## config.mk

```make
export PLATFORM = sky130hd
export DESIGN_NAME = char_feeder_flat
export DESIGN_NICKNAME = d
export VERILOG_FILES = /design/src/rtl/feeder_pkg.sv /design/src/rtl/char_feeder_if.sv /design/src/rtl/sync_fifo.sv /design/src/rtl/char_feeder.sv /design/src/flat_wrapper.sv
export SDC_FILE = /design/constraint.sdc
export NUM_CORES = 1
export LEC_CHECK = 0
export ABC_AREA = 1
export BUFFER_PORTS_ARGS = -buffer_cell sky130_fd_sc_hd__buf_2
export CORE_AREA = 8 8 98 100
export DETAILED_ROUTE_END_ITERATION = 10
export DIE_AREA = 0 0 106 108
export PLACE_DENSITY_LB_ADDON = 0.08
export SYNTH_ARGS = -nofsm -noshare
export SYNTH_HDL_FRONTEND = slang
export SYNTH_SLANG_ARGS = --single-unit
```

## constraint.sdc

```tcl
create_clock -name clk -period 2.4 [get_ports clk]
set_input_delay 0.48 -clock clk [delete_from_list [all_inputs] [get_ports clk]]
set_output_delay 0.48 -clock clk [all_outputs]
set_load 0.02 [all_outputs]
```

## src/rtl/feeder_pkg.sv

```systemverilog
// Shared constants and FSM state encoding for the character feeder.
package feeder_pkg;

  localparam logic [7:0] IDLE_CHAR_DEF = 8'h20;
  localparam logic [7:0] EQ_CHAR       = 8'h3D;
  localparam int         DEPTH_DEF     = 8;

  typedef enum logic {
    STREAM = 1'b0,
    GAP    = 1'b1
  } state_t;

endpackage

```

## src/rtl/char_feeder_if.sv

```systemverilog
// Producer-side handshake, flush and registered character stream of the feeder.
interface char_feeder_if;

  logic [7:0] in_data;
  logic       in_valid;
  logic       in_ready;
  logic       flush;
  logic [7:0] out_char;
  logic       out_valid;
  logic [7:0] expr_count;

  modport master (
    output in_data, in_valid, flush,
    input  in_ready, out_char, out_valid, expr_count
  );

  modport slave (
    input  in_data, in_valid, flush,
    output in_ready, out_char, out_valid, expr_count
  );

endinterface

```

## src/rtl/sync_fifo.sv

```systemverilog
// Byte FIFO with wrap-around pointers and 0..DEPTH occupancy count; read data is the head entry.
// Synchronous active-low reset and flush both empty it; push when full and pop when empty are ignored.
module sync_fifo #(
  parameter int DEPTH = 8
) (
  input  logic       clk,
  input  logic       reset,
  input  logic       flush,
  input  logic       push,
  input  logic       pop,
  input  logic [7:0] wdata,
  output logic [7:0] rdata,
  output logic       full,
  output logic       empty
);

  localparam int AW = (DEPTH > 1) ? $clog2(DEPTH) : 1;

  logic [7:0]    mem [DEPTH];
  logic [AW-1:0] wr_ptr;
  logic [AW-1:0] rd_ptr;
  logic [AW:0]   count;
  logic          do_push;
  logic          do_pop;

  assign full    = (count == (AW+1)'(DEPTH));
  assign empty   = (count == '0);
  assign do_push = push && !full;
  assign do_pop  = pop && !empty;
  assign rdata   = mem[rd_ptr];

  always_ff @(posedge clk) begin
    if (reset && !flush && do_push) begin
      mem[wr_ptr] <= wdata;
    end
  end

  always_ff @(posedge clk) begin
    if (!reset || flush) begin
      wr_ptr <= '0;
      rd_ptr <= '0;
      count  <= '0;
    end else begin
      if (do_push) wr_ptr <= wr_ptr + AW'(1);
      if (do_pop)  rd_ptr <= rd_ptr + AW'(1);
      case ({do_push, do_pop})
        2'b10:   count <= count + (AW+1)'(1);
        2'b01:   count <= count - (AW+1)'(1);
        default: count <= count;
      endcase
    end
  end

endmodule

```

## src/rtl/char_feeder.sv

```systemverilog
// Buffers producer bytes and emits one per cycle (1-cycle min latency), inserting one filler cycle after each '='.
// in_ready drops when the FIFO is full, during flush and during reset.
module char_feeder
  import feeder_pkg::*;
#(
  parameter int         DEPTH     = DEPTH_DEF,
  parameter logic [7:0] IDLE_CHAR = IDLE_CHAR_DEF
) (
  input  logic          clk,
  input  logic          reset,
  char_feeder_if.slave  bus
);

  state_t     state_q, state_d;
  logic [7:0] char_q, char_d;
  logic       vld_q, vld_d;
  logic [7:0] cnt_q, cnt_d;
  logic       pop;
  logic       full;
  logic       empty;
  logic [7:0] rdata;

  assign bus.in_ready   = reset && !full && !bus.flush;
  assign bus.out_char   = char_q;
  assign bus.out_valid  = vld_q;
  assign bus.expr_count = cnt_q;

  sync_fifo #(.DEPTH(DEPTH)) u_fifo (
    .clk   (clk),
    .reset (reset),
    .flush (bus.flush),
    .push  (bus.in_valid && bus.in_ready),
    .pop   (pop),
    .wdata (bus.in_data),
    .rdata (rdata),
    .full  (full),
    .empty (empty)
  );

  always_comb begin
    pop     = 1'b0;
    state_d = state_q;
    char_d  = IDLE_CHAR;
    vld_d   = 1'b0;
    cnt_d   = cnt_q;
    case (state_q)
      STREAM: begin
        if (!empty) begin
          pop    = 1'b1;
          char_d = rdata;
          vld_d  = 1'b1;
          // The cycle after '=' is left idle so the recogniser can settle its result.
          if (rdata == EQ_CHAR) begin
            state_d = GAP;
            if (cnt_q != 8'hFF) cnt_d = cnt_q + 8'd1;
          end
        end
      end
      GAP:     state_d = STREAM;
      default: state_d = STREAM;
    endcase
  end

  always_ff @(posedge clk) begin
    if (!reset) begin
      state_q <= STREAM;
      char_q  <= IDLE_CHAR;
      vld_q   <= 1'b0;
      cnt_q   <= 8'd0;
    end else if (bus.flush) begin
      state_q <= STREAM;
      char_q  <= IDLE_CHAR;
      vld_q   <= 1'b0;
    end else begin
      state_q <= state_d;
      char_q  <= char_d;
      vld_q   <= vld_d;
      cnt_q   <= cnt_d;
    end
  end

endmodule

```

## src/flat_wrapper.sv

```systemverilog
// flat-port wrapper written by rule: the top's interface ports become plain ports
module char_feeder_flat import feeder_pkg::*;
#(
  parameter int         DEPTH     = DEPTH_DEF,
  parameter logic [7:0] IDLE_CHAR = IDLE_CHAR_DEF
)
  (clk, reset, bus_in_data, bus_in_valid, bus_flush, bus_in_ready, bus_out_char, bus_out_valid, bus_expr_count);
  char_feeder_if bus_i ();
  input  logic clk;
  input  logic reset;
  input wire logic [$bits(bus_i.in_data)-1:0] bus_in_data;
  input wire logic [$bits(bus_i.in_valid)-1:0] bus_in_valid;
  input wire logic [$bits(bus_i.flush)-1:0] bus_flush;
  output wire logic [$bits(bus_i.in_ready)-1:0] bus_in_ready;
  output wire logic [$bits(bus_i.out_char)-1:0] bus_out_char;
  output wire logic [$bits(bus_i.out_valid)-1:0] bus_out_valid;
  output wire logic [$bits(bus_i.expr_count)-1:0] bus_expr_count;
  assign bus_i.in_data = bus_in_data;
  assign bus_i.in_valid = bus_in_valid;
  assign bus_i.flush = bus_flush;
  assign bus_in_ready = bus_i.in_ready;
  assign bus_out_char = bus_i.out_char;
  assign bus_out_valid = bus_i.out_valid;
  assign bus_expr_count = bus_i.expr_count;
  char_feeder #(.DEPTH(DEPTH), .IDLE_CHAR(IDLE_CHAR)) u_core (.clk(clk), .reset(reset), .bus(bus_i));
endmodule
```

# [Word-level counts from Yosys, hierarchy flattened]
# Memories as Yosys holds them, arrays and structs flattened. A register that Yosys moved wholly into a read port is not among the register bits.
# Cells that the tools add are included.
[classes] eq_ne=5 addsub=5 bitwise_logic=4 mux=10 reduce_logical=17
[ops] operator="8-bit by 1-bit adder with 8-bit output, second input constant" n=1
[ops] operator="8-bit by 6-bit equality test with 1-bit output, second input constant" n=1
[ops] operator="8-bit != test, second input constant" n=1
[ops] operator="4-bit case mux with 2 select lines" n=1
[ops] operator="1-bit logical AND" n=7
[ops] operator="3-bit by 1-bit adder with 3-bit output, second input constant" n=2
[ops] operator="1-bit two-way mux" n=6
[ops] operator="3-bit two-way mux" n=2
[ops] operator="5-bit AND reduction" n=1
[ops] operator="4-bit by 1-bit adder with 4-bit output, second input constant" n=1
[ops] operator="4-bit equality test, second input constant" n=1
[ops] operator="1-bit logical NOT" n=4
[ops] operator="4-bit logical NOT" n=1
[ops] operator="1-bit inverter" n=4
[ops] operator="4-bit OR reduction" n=1
[ops] operator="4-bit by 1-bit subtractor with 4-bit output, second input constant" n=1
[ops] operator="2-bit by 1-bit equality test with 1-bit output, second input constant" n=1
[ops] operator="2-bit equality test, second input constant" n=1
[ops] operator="1-bit case mux with 2 select lines" n=1
[ops] operator="2-bit nonzero test" n=1
[ops] operator="2-bit OR reduction" n=1
[ops] operator="1-bit logical OR" n=1
[word_totals] inputBits=12 ff_bits=28 n_memories=1 ramBits=64
[mem_list] memory="u_core.u_fifo.mem" depth=8 word_bits=8 rd=1 rd_clocked_by_memory_dff=1 write_ports=1 line="sync_fifo.sv:19" source="logic [7:0] mem [DEPTH];"

# [Longest topological paths before layout]
# Gate-level depths: netlist (run 1).
[depth] depth_word=9 ltp_mapped=16 depth_no_buf=13

# [By module]
# From an unflattened synthesis (run 1), not the netlist that was laid out.
[unflattened] hier_cells=414 hier_area_um2=4052.6
[modules_own_cells] mod="sync_fifo" n_inst=1 area_each_um2=3211.8 cells_each=294
[modules_own_cells] mod="char_feeder" n_inst=1 area_each_um2=840.8 cells_each=120

# [Worst setup path after synthesis (run 1)]
# Ideal clock, no wire load.
[synth_timing] path_type="input-to-reg" from="input reset" to="register u_core.u_fifo.count[3]" setup_ns=0.122 path_buffers=1 slack_ns=-0.327 arrival_ns=2.605 cell_stages=12 cell_sequence="buf_2 nand2_1 a31oi_1 nand2_1 ha_1 ha_1 a21oi_1 nand2_1 a21oi_1 o21ai_0 o21ai_0 a21oi_1"
[synth_between] elab_chain_cells=6
[synth_lines] item="start, declared" line="flat_wrapper.sv:10" source="input logic reset;"
[synth_lines] item="1-bit logical AND (*) (2 in a row)" line="char_feeder.sv:23" source="assign bus.in_ready = reset && !full && !bus.flush;"
[synth_lines] item="via bus_in_ready" line="flat_wrapper.sv:14" source="output wire logic [$bits(bus_i.in_ready)-1:0] bus_in_ready;"
[synth_lines] item="1-bit logical AND (*)" line="char_feeder.sv:32" source=".push (bus.in_valid && bus.in_ready),"
[synth_lines] item="1-bit logical AND (*)" line="sync_fifo.sv:28" source="assign do_push = push && !full;"
[synth_lines] item="2-bit by 1-bit equality test with 1-bit output or 2-bit equality test (tied branches)" line="sync_fifo.sv:46" source="case ({do_push, do_pop})"
[synth_lines] item="4-bit case mux with 2 select lines or 2-bit nonzero test (tied branches)"
[synth_lines] item="end signal, assigned" line="sync_fifo.sv:47" source="2'b10: count <= count + (AW+1)'(1);"
[synth_lines] item="end signal, assigned" line="sync_fifo.sv:48" source="2'b01: count <= count - (AW+1)'(1);"
[synth_lines] item="end signal, assigned" line="sync_fifo.sv:49" source="default: count <= count;"
[synth_lines] item="end, declared" line="sync_fifo.sv:22" source="logic [AW:0] count;"
# Mark *: on every way through the listed nets, which the timed path passes. The rest lies on a longest branch.
# A chain may end at the register's enable or synchronous reset.

# [Worst setup path in the final report (run 1)]
[layout_timing] from="register u_core.u_fifo.count[1]" to="register u_core.u_fifo.count[3]"
[layout_lines] item="4-bit logical NOT (*)" line="sync_fifo.sv:27" source="assign empty = (count == '0);"
[layout_lines] item="1-bit two-way mux (*)" line="char_feeder.sv:48" source="if (!empty) begin"
[layout_lines] item="1-bit two-way mux (*)" line="char_feeder.sv:46" source="case (state_q)"
[layout_lines] item="via u_core.pop" line="char_feeder.sv:18" source="logic pop;"
[layout_lines] item="1-bit logical AND (*)" line="sync_fifo.sv:29" source="assign do_pop = pop && !empty;"
[layout_lines] item="2-bit by 1-bit equality test with 1-bit output or 2-bit equality test (tied branches)" line="sync_fifo.sv:46"
[layout_lines] item="4-bit case mux with 2 select lines or 2-bit nonzero test (tied branches)"
# Marked as above.

==> results of run 1 <==
[cell usage after synthesis (4+ instances only)]
cell,instances,area (um^2)
nand2_1,139,521.8
dfxtp_1,31,620.6
nand3_2,4,40.04
nand3_1,39,195.2
inv_1,83,311.6
buf_4,4,30.03
ha_1,6,75.07
buf_6,6,67.56
buf_2,4,20.02
edfxtp_1,64,1922
o21ai_0,8,40.04
nand4_1,6,37.54
nor2_1,34,127.6
a21oi_1,16,80.08
[cells by family (layout without fill, tap and decap cells)]
family / after synthesis / in the layout / synth area share
simple gates: 227 / 227 / 0.2283
buf+inv: 99 / 152 / 0.1048
flops: 95 / 95 / 0.6031
compound gates: 26 / 26 / 0.03295
fa+ha+maj: 7 / 7 / 0.02256
xor+xnor: 4 / 4 / 0.008313
[power by group]
| group | internal (mW) | switching (mW) |
|---|---|---|
| combinational | 0.137 | 0.278 |
| sequential | 1.77 | 0.0207 |
| clock | 0.400 | 0.611 |
[stage by stage]
| step | cells | total power [mW] |
|---|---|---|
| finish | 616 | 3.219 |
| global placement | 600 | 2.239 |
| floorplan | 458 | 2.141 |
| global route | 616 | 3.366 |
| detailed placement | 600 | 2.246 |
| CTS | 616 | 3.250 |
[path summary, 6_finish.rpt]
path | end | slack, ps | depth (start not counted)
max reg2reg | u_core.u_fifo.count[3]$_SDFFE_PP0P_ | 240 | 10
min reg2reg | u_core.u_fifo.rd_ptr[2]$_SDFFE_PP0P_ | 470 | 2
max | u_core.u_fifo.count[3]$_SDFFE_PP0P_ | 240 | 10
min | u_core.u_fifo.mem[5][6]$_DFFE_PP_ | 390 | 1
[layout make-up]
class	count	area (um^2)
repair buffers	51	310.3
well taps	105	131.4
inverters	85	324.1
fillers	725	3304
multi-input cells	264	1251
flip-flops and latches	95	2542
clock buffers	9	123.9
clock inverters	7	63.81
[worst reg2reg max path: cells and delay by family, from the launching register on]
kind	cells	cell delay, ps
AOI/OAI and AO/OA	6	750
adders and majority gates	2	590
DFF	1	360
and+or+nand+nor	2	350
[flip-flops by register name, indices dropped and copies added (netlist names), named ones only]
register               count
u_core.u_fifo.mem         64
u_core.bus.expr_count      8
u_core.bus.out_char        8
u_core.u_fifo.count        4
u_core.u_fifo.rd_ptr       3
u_core.u_fifo.wr_ptr       3
u_core.bus.out_valid       1
u_core.state_q             1
[layer usage]
layer	up-vias	GRT usage	part of all wire
li1	1538	-	-
met1	1340	0.2122	0.48
met5	-	0	0
met3	13	0.03093	0.043
met2	58	0.2391	0.46
met4	0	0.07337	0.022
==> metrics, run 1 <==
Distinct cells, synth=23; Hold Fails Final Rpt=0; Final Hold Slack=386.8 ps; synthesis-to-finish area growth=12.61%; Reg clk slew, reported paths=100 ps; die height=108 um; ANT nets after route=0; Starting Density=0.5235; Worst Max-Slew Pin Slew=471.1 ps; global route overflow=0; DRT iter0 DRCs=151; critical path class=flip-flop to flip-flop; H-tree Lvls=3; NumNets Final=525; Post-Syn Nets=477; CTS Sinks=95; first-pass GRT wire length=13950 um; core area=8051 um^2; CP dominant cell by count=a21oi_1; Slew headroom=0.6855; min setup slack post-route=244.3 ps; Pleak=2.124 nW; largest net degree at the start of global routing=33; outcome=completed; Cell Chain, Critical Path=nor2_1 > a31oi_2 > ha_1 > ha_1 > a21oi_1 > nand2_1 > a21oi_1 > o21ai_0 > o21ai_0 > a21oi_1; CTS tree=yes; most frequent cells in the layout=137 x nand2_1, 83 x inv_1, 64 x edfxtp_1, 39 x nand3_1, 34 x nor2_1; Post-Synthesis Mean Instance Area=9.204 um^2; r2r startpoint=u_core.u_fifo.count[1]$_SDFFE_PP0P_; Post-DP Area=4559 um^2; PwrDens=678.1 nW/um^2; vias=2949; residual DRC count=0; GRT Overall Usage=0.1569; Yosys reg bits=95; Critical Path Start=u_core.u_fifo.count[1]$_SDFFE_PP0P_; die area=11450 um^2; startpoint type of the worst setup path=flip-flop; register area share after synthesis=0.6031; IO buf count=29; Final period util=0.8982; post-cts resize count=0; CP top delay family=compound AO/OA/AOI/OAI gates; RSZ-0062 raised after global routing=false; critical path endpoint category=flip-flop; max incr delay on CP=360 ps; Final Cell Area=4747 um^2; Root Buffer Master=clkbuf_8; WL/cell=13.77 um; RD Place Congestion=0.7977; Post-CTS Hold Fix Bufs=0; WL final=8484 um; fin util=0.5896; initial antenna violation count=0; Max VDD drop=386.3 uV; Max Clk Rate=463.9 MHz; worst-case clock buffer depth=2; Final Setup Violations=0; Final min period=2156 ps; DR vias/cell=4.787; CP max stage cell=dfxtp_1; worst skew pair latency=360 ps; commonest non-fill, non-tap cell in the layout=nand2_1; synthesized cell area=4215 um^2; Core Rows=33; DRT Pass-1 Iters=4; Post-DP HPWL=5724 um; Hold Crit Class=input port to flip-flop; max cap viols=0; Critical Path AT=2410 ps; Yosys warning count=0; clk_skew=11.50 ps; share of synthesized registers carrying an async set or reset=0; ys flop type=edfxtp_1; vias in the first global route=2725; ant diodes=0; cells after synthesis=458; CP Buf/Inv Count=0; Setup WS pre-CTS=84.18 ps; # IOs=30; CP Max Fanout=5; setup TNS=0 ps; Post-CTS Setup Inserts=0; share of layout cells above drive strength 1=0.1585; Post-synth EDFFs=64; count of pins over their slew limit=0; worst hold start=bus_in_data[6]; die width=106 um; WP data required=2650 ps; Num CTS Buffers=9
No activity file was read; power rests on OpenSTA's default activity.
==> run 2: changes to the inputs <==
--- a/config.mk
+++ b/config.mk
@@ -10,6 +10,7 @@
 export CORE_AREA = 8 8 98 100
 export DETAILED_ROUTE_END_ITERATION = 10
 export DIE_AREA = 0 0 106 108
+export GPL_TIMING_DRIVEN = 0
 export PLACE_DENSITY_LB_ADDON = 0.08
 export SYNTH_ARGS = -nofsm -noshare
 export SYNTH_HDL_FRONTEND = slang
==> metrics, run 2 (same netlist as run 1, synthesis figures left out) <==
outcome=completed; # IOs=30 (unchanged); CP Buf/Inv Count=2 (+2); Final min period=2192 ps (+36.45 ps); CP max stage cell=nor2_1; ANT nets after route=0 (unchanged); r2r startpoint=u_core.u_fifo.count[2]$_SDFFE_PP0P_; count of pins over their slew limit=0 (unchanged); Biggest register=u_core.u_fifo.mem; commonest non-fill, non-tap cell in the layout=nand2_1; Post-CTS Setup Inserts=0 (unchanged); largest net degree at the start of global routing=18 (-45%); Final Setup Violations=0 (unchanged); DRT Pass-1 Iters=4 (unchanged); most frequent cells in the layout=137 x nand2_1, 83 x inv_1, 64 x edfxtp_1, 39 x nand3_1, 33 x nor2_1; core area=8051 um^2 (unchanged); RR Endpoint=u_core.u_fifo.mem[4][6]$_DFFE_PP_; Hold Fails Final Rpt=0 (unchanged); max incr delay on CP=820 ps (+460 ps); DRT iter0 DRCs=154 (+2.0%); die height=108 um (unchanged); CP dominant cell by count=nand2_2; worst reg2reg setup slack=210 ps (-40 ps); die area=11450 um^2 (unchanged); global route overflow=0 (unchanged); max cap viols=0 (unchanged); vias=3010 (+2.1%); H-tree Lvls=3 (unchanged); Non-Filler Instances=607 (-1.5%); residual DRC count=0 (unchanged); worst skew pair latency=360 ps (about the same); worst hold start=bus_in_data[1]; WL/cell=14.46 um (+5.0%); WHS Endpoint=u_core.u_fifo.mem[6][1]$_DFFE_PP_; Cell Chain, Critical Path=buf_2 > nand2_2 > a31oi_4 > nand2_2 > inv_1 > nand2_1 > nor2_1; critical path class=input port to flip-flop; CTS Sinks=95 (unchanged); GRT Overall Usage=0.1600 (+0.003079); Max Clk Rate=456.2 MHz (-1.7%); CTS tree=yes; NumNets Final=516 (-1.7%); DR vias/cell=4.959 (+3.6%); RD Place Congestion=0.7746 (-2.9%); hold path depth=1 (unchanged); RSZ-0062 raised after global routing=false; PwrDens=699.8 nW/um^2 (+3.2%); share of layout cells above drive strength 1=0.1454 (-0.01309); Root Buffer Master=clkbuf_8; Setup WS pre-CTS=-189.3 ps (-273.5 ps); Pleak=2.088 nW (-1.6%); critical path endpoint category=flip-flop; WL final=8778 um (+3.5%); Post-CTS Hold Fix Bufs=0 (unchanged); Core Rows=33 (unchanged); max reg flops=64 (unchanged); dpl cells=591 (-1.5%); clk_skew=12.17 ps (+0.6713 ps); CP Max Fanout=9 (+4); IO buf count=28 (-3.4%); worst-case clock buffer depth=2 (unchanged); min setup slack post-route=207.9 ps (-36.45 ps); CP top delay family=simple AND/OR/NAND/NOR gates; Hold Crit Class=input port to flip-flop; Starting Density=0.5235 (unchanged); Reg clk slew, reported paths=90 ps (about the same); Worst Max-Slew Pin Slew=1064 ps (+592.8 ps); reg2reg path depth=6 (-4); vias in the first global route=2877 (+5.6%); Final period util=0.9134 (+0.01519); Num CTS Buffers=9 (unchanged); Post-DP HPWL=5908 um (+3.2%); synthesis-to-finish area growth=12.02%; die width=106 um (unchanged); first-pass GRT wire length=14180 um (+1.6%); ant diodes=0 (unchanged); Slew headroom=0.2881 (-0.3974); initial antenna violation count=0 (unchanged); Critical Path AT=2170 ps (-240 ps); WP data required=2380 ps (-270 ps); startpoint type of the worst setup path=input port; Max VDD drop=419.6 uV (+8.6%)
-- run 2: changes by cell type in the layout (fill, tap and decap cells not counted), moves of 2 or more --
| cell | before | now |
|---|---|---|
| buf_4 | 22 | 4 |
| buf_6 | 0 | 6 |
| buf_2 | 29 | 32 |
| inv_8 | 2 | 0 |
-- run 2: where the power goes --
group / total [mW] / switching (mW) / internal [mW]
sequential: 1.78 / 0.0126 / 1.77
combinational: 0.442 / 0.292 / 0.150
clock: 1.08 / 0.586 / 0.493
total: 3.30 / 0.890 / 2.41
-- run 2: layout make-up --
type / instances / area, um^2
clock buffers: 9 / 123.9
inverters: 85 / 324.1
multi-input cells: 264 / 1262
plain buffers: 14 / 117.6
repair buffers: 28 / 140.1
clock inverters: 7 / 80.08
well taps: 105 / 131.4
flip-flops and latches: 95 / 2542
fillers: 708 / 3329
-- run 2: through the flow --
| stage | total power, mW | TNS [ps] | hold slack [ps] | cell area [um^2] | utilization |
|---|---|---|---|---|---|
| 6_report | 3.304 | 0 | 388.7 | 4722 | 0.5865 |
| 5_1_grt | 3.438 | 0 | 383.1 | 4722 | 0.5865 |
| 4_1_cts | 3.318 | 0 | 385.6 | 4711 | 0.5851 |
| 3_5_place_dp | 2.259 | -6207 | 455.7 | 4507 | 0.5598 |
| 3_3_place_gp | 2.250 | -4798 | 449.5 | 4507 | 0.5598 |
| 2_1_floorplan | 2.141 | 0 | 433.4 | 4235 | - |
-- run 2: per-layer routing --
layer | GRT usage | part of all wire | routed length [um]
met1 | 0.2056 | 0.46 | 4028
met2 | 0.2614 | 0.49 | 4322
met3 | 0.03926 | 0.039 | 339
met4 | 0.05126 | 0.0099 | 87
met5 | 0 | 0 | 0
-- run 2: worst max path at each step --
| stage | startpoint | end | slack [ps] | depth (start not counted) |
|---|---|---|---|---|
| after floorplan | reset | u_core.u_fifo.count[3]$_SDFFE_PP0P_ | 10 | 12 |
| after global routing | u_core.u_fifo.count[1]$_SDFFE_PP0P_ | u_core.u_fifo.count[3]$_SDFFE_PP0P_ | 20 | 11 |
| after global placement | reset | u_core.u_fifo.mem[4][5]$_DFFE_PP_ | -120 | 7 |
| after detailed placement | reset | u_core.u_fifo.mem[4][2]$_DFFE_PP_ | -190 | 7 |
| final | reset | u_core.u_fifo.mem[4][6]$_DFFE_PP_ | 210 | 7 |
| after CTS | u_core.u_fifo.count[1]$_SDFFE_PP0P_ | u_core.u_fifo.count[3]$_SDFFE_PP0P_ | 150 | 10 |
-- run 2: repair_timing --
| action | CTS | global route |
|---|---|---|
| setup endpoints to repair | 0 | 1 |
| resized for setup | 0 | 2 |
| hold endpoints to repair | 0 | 0 |
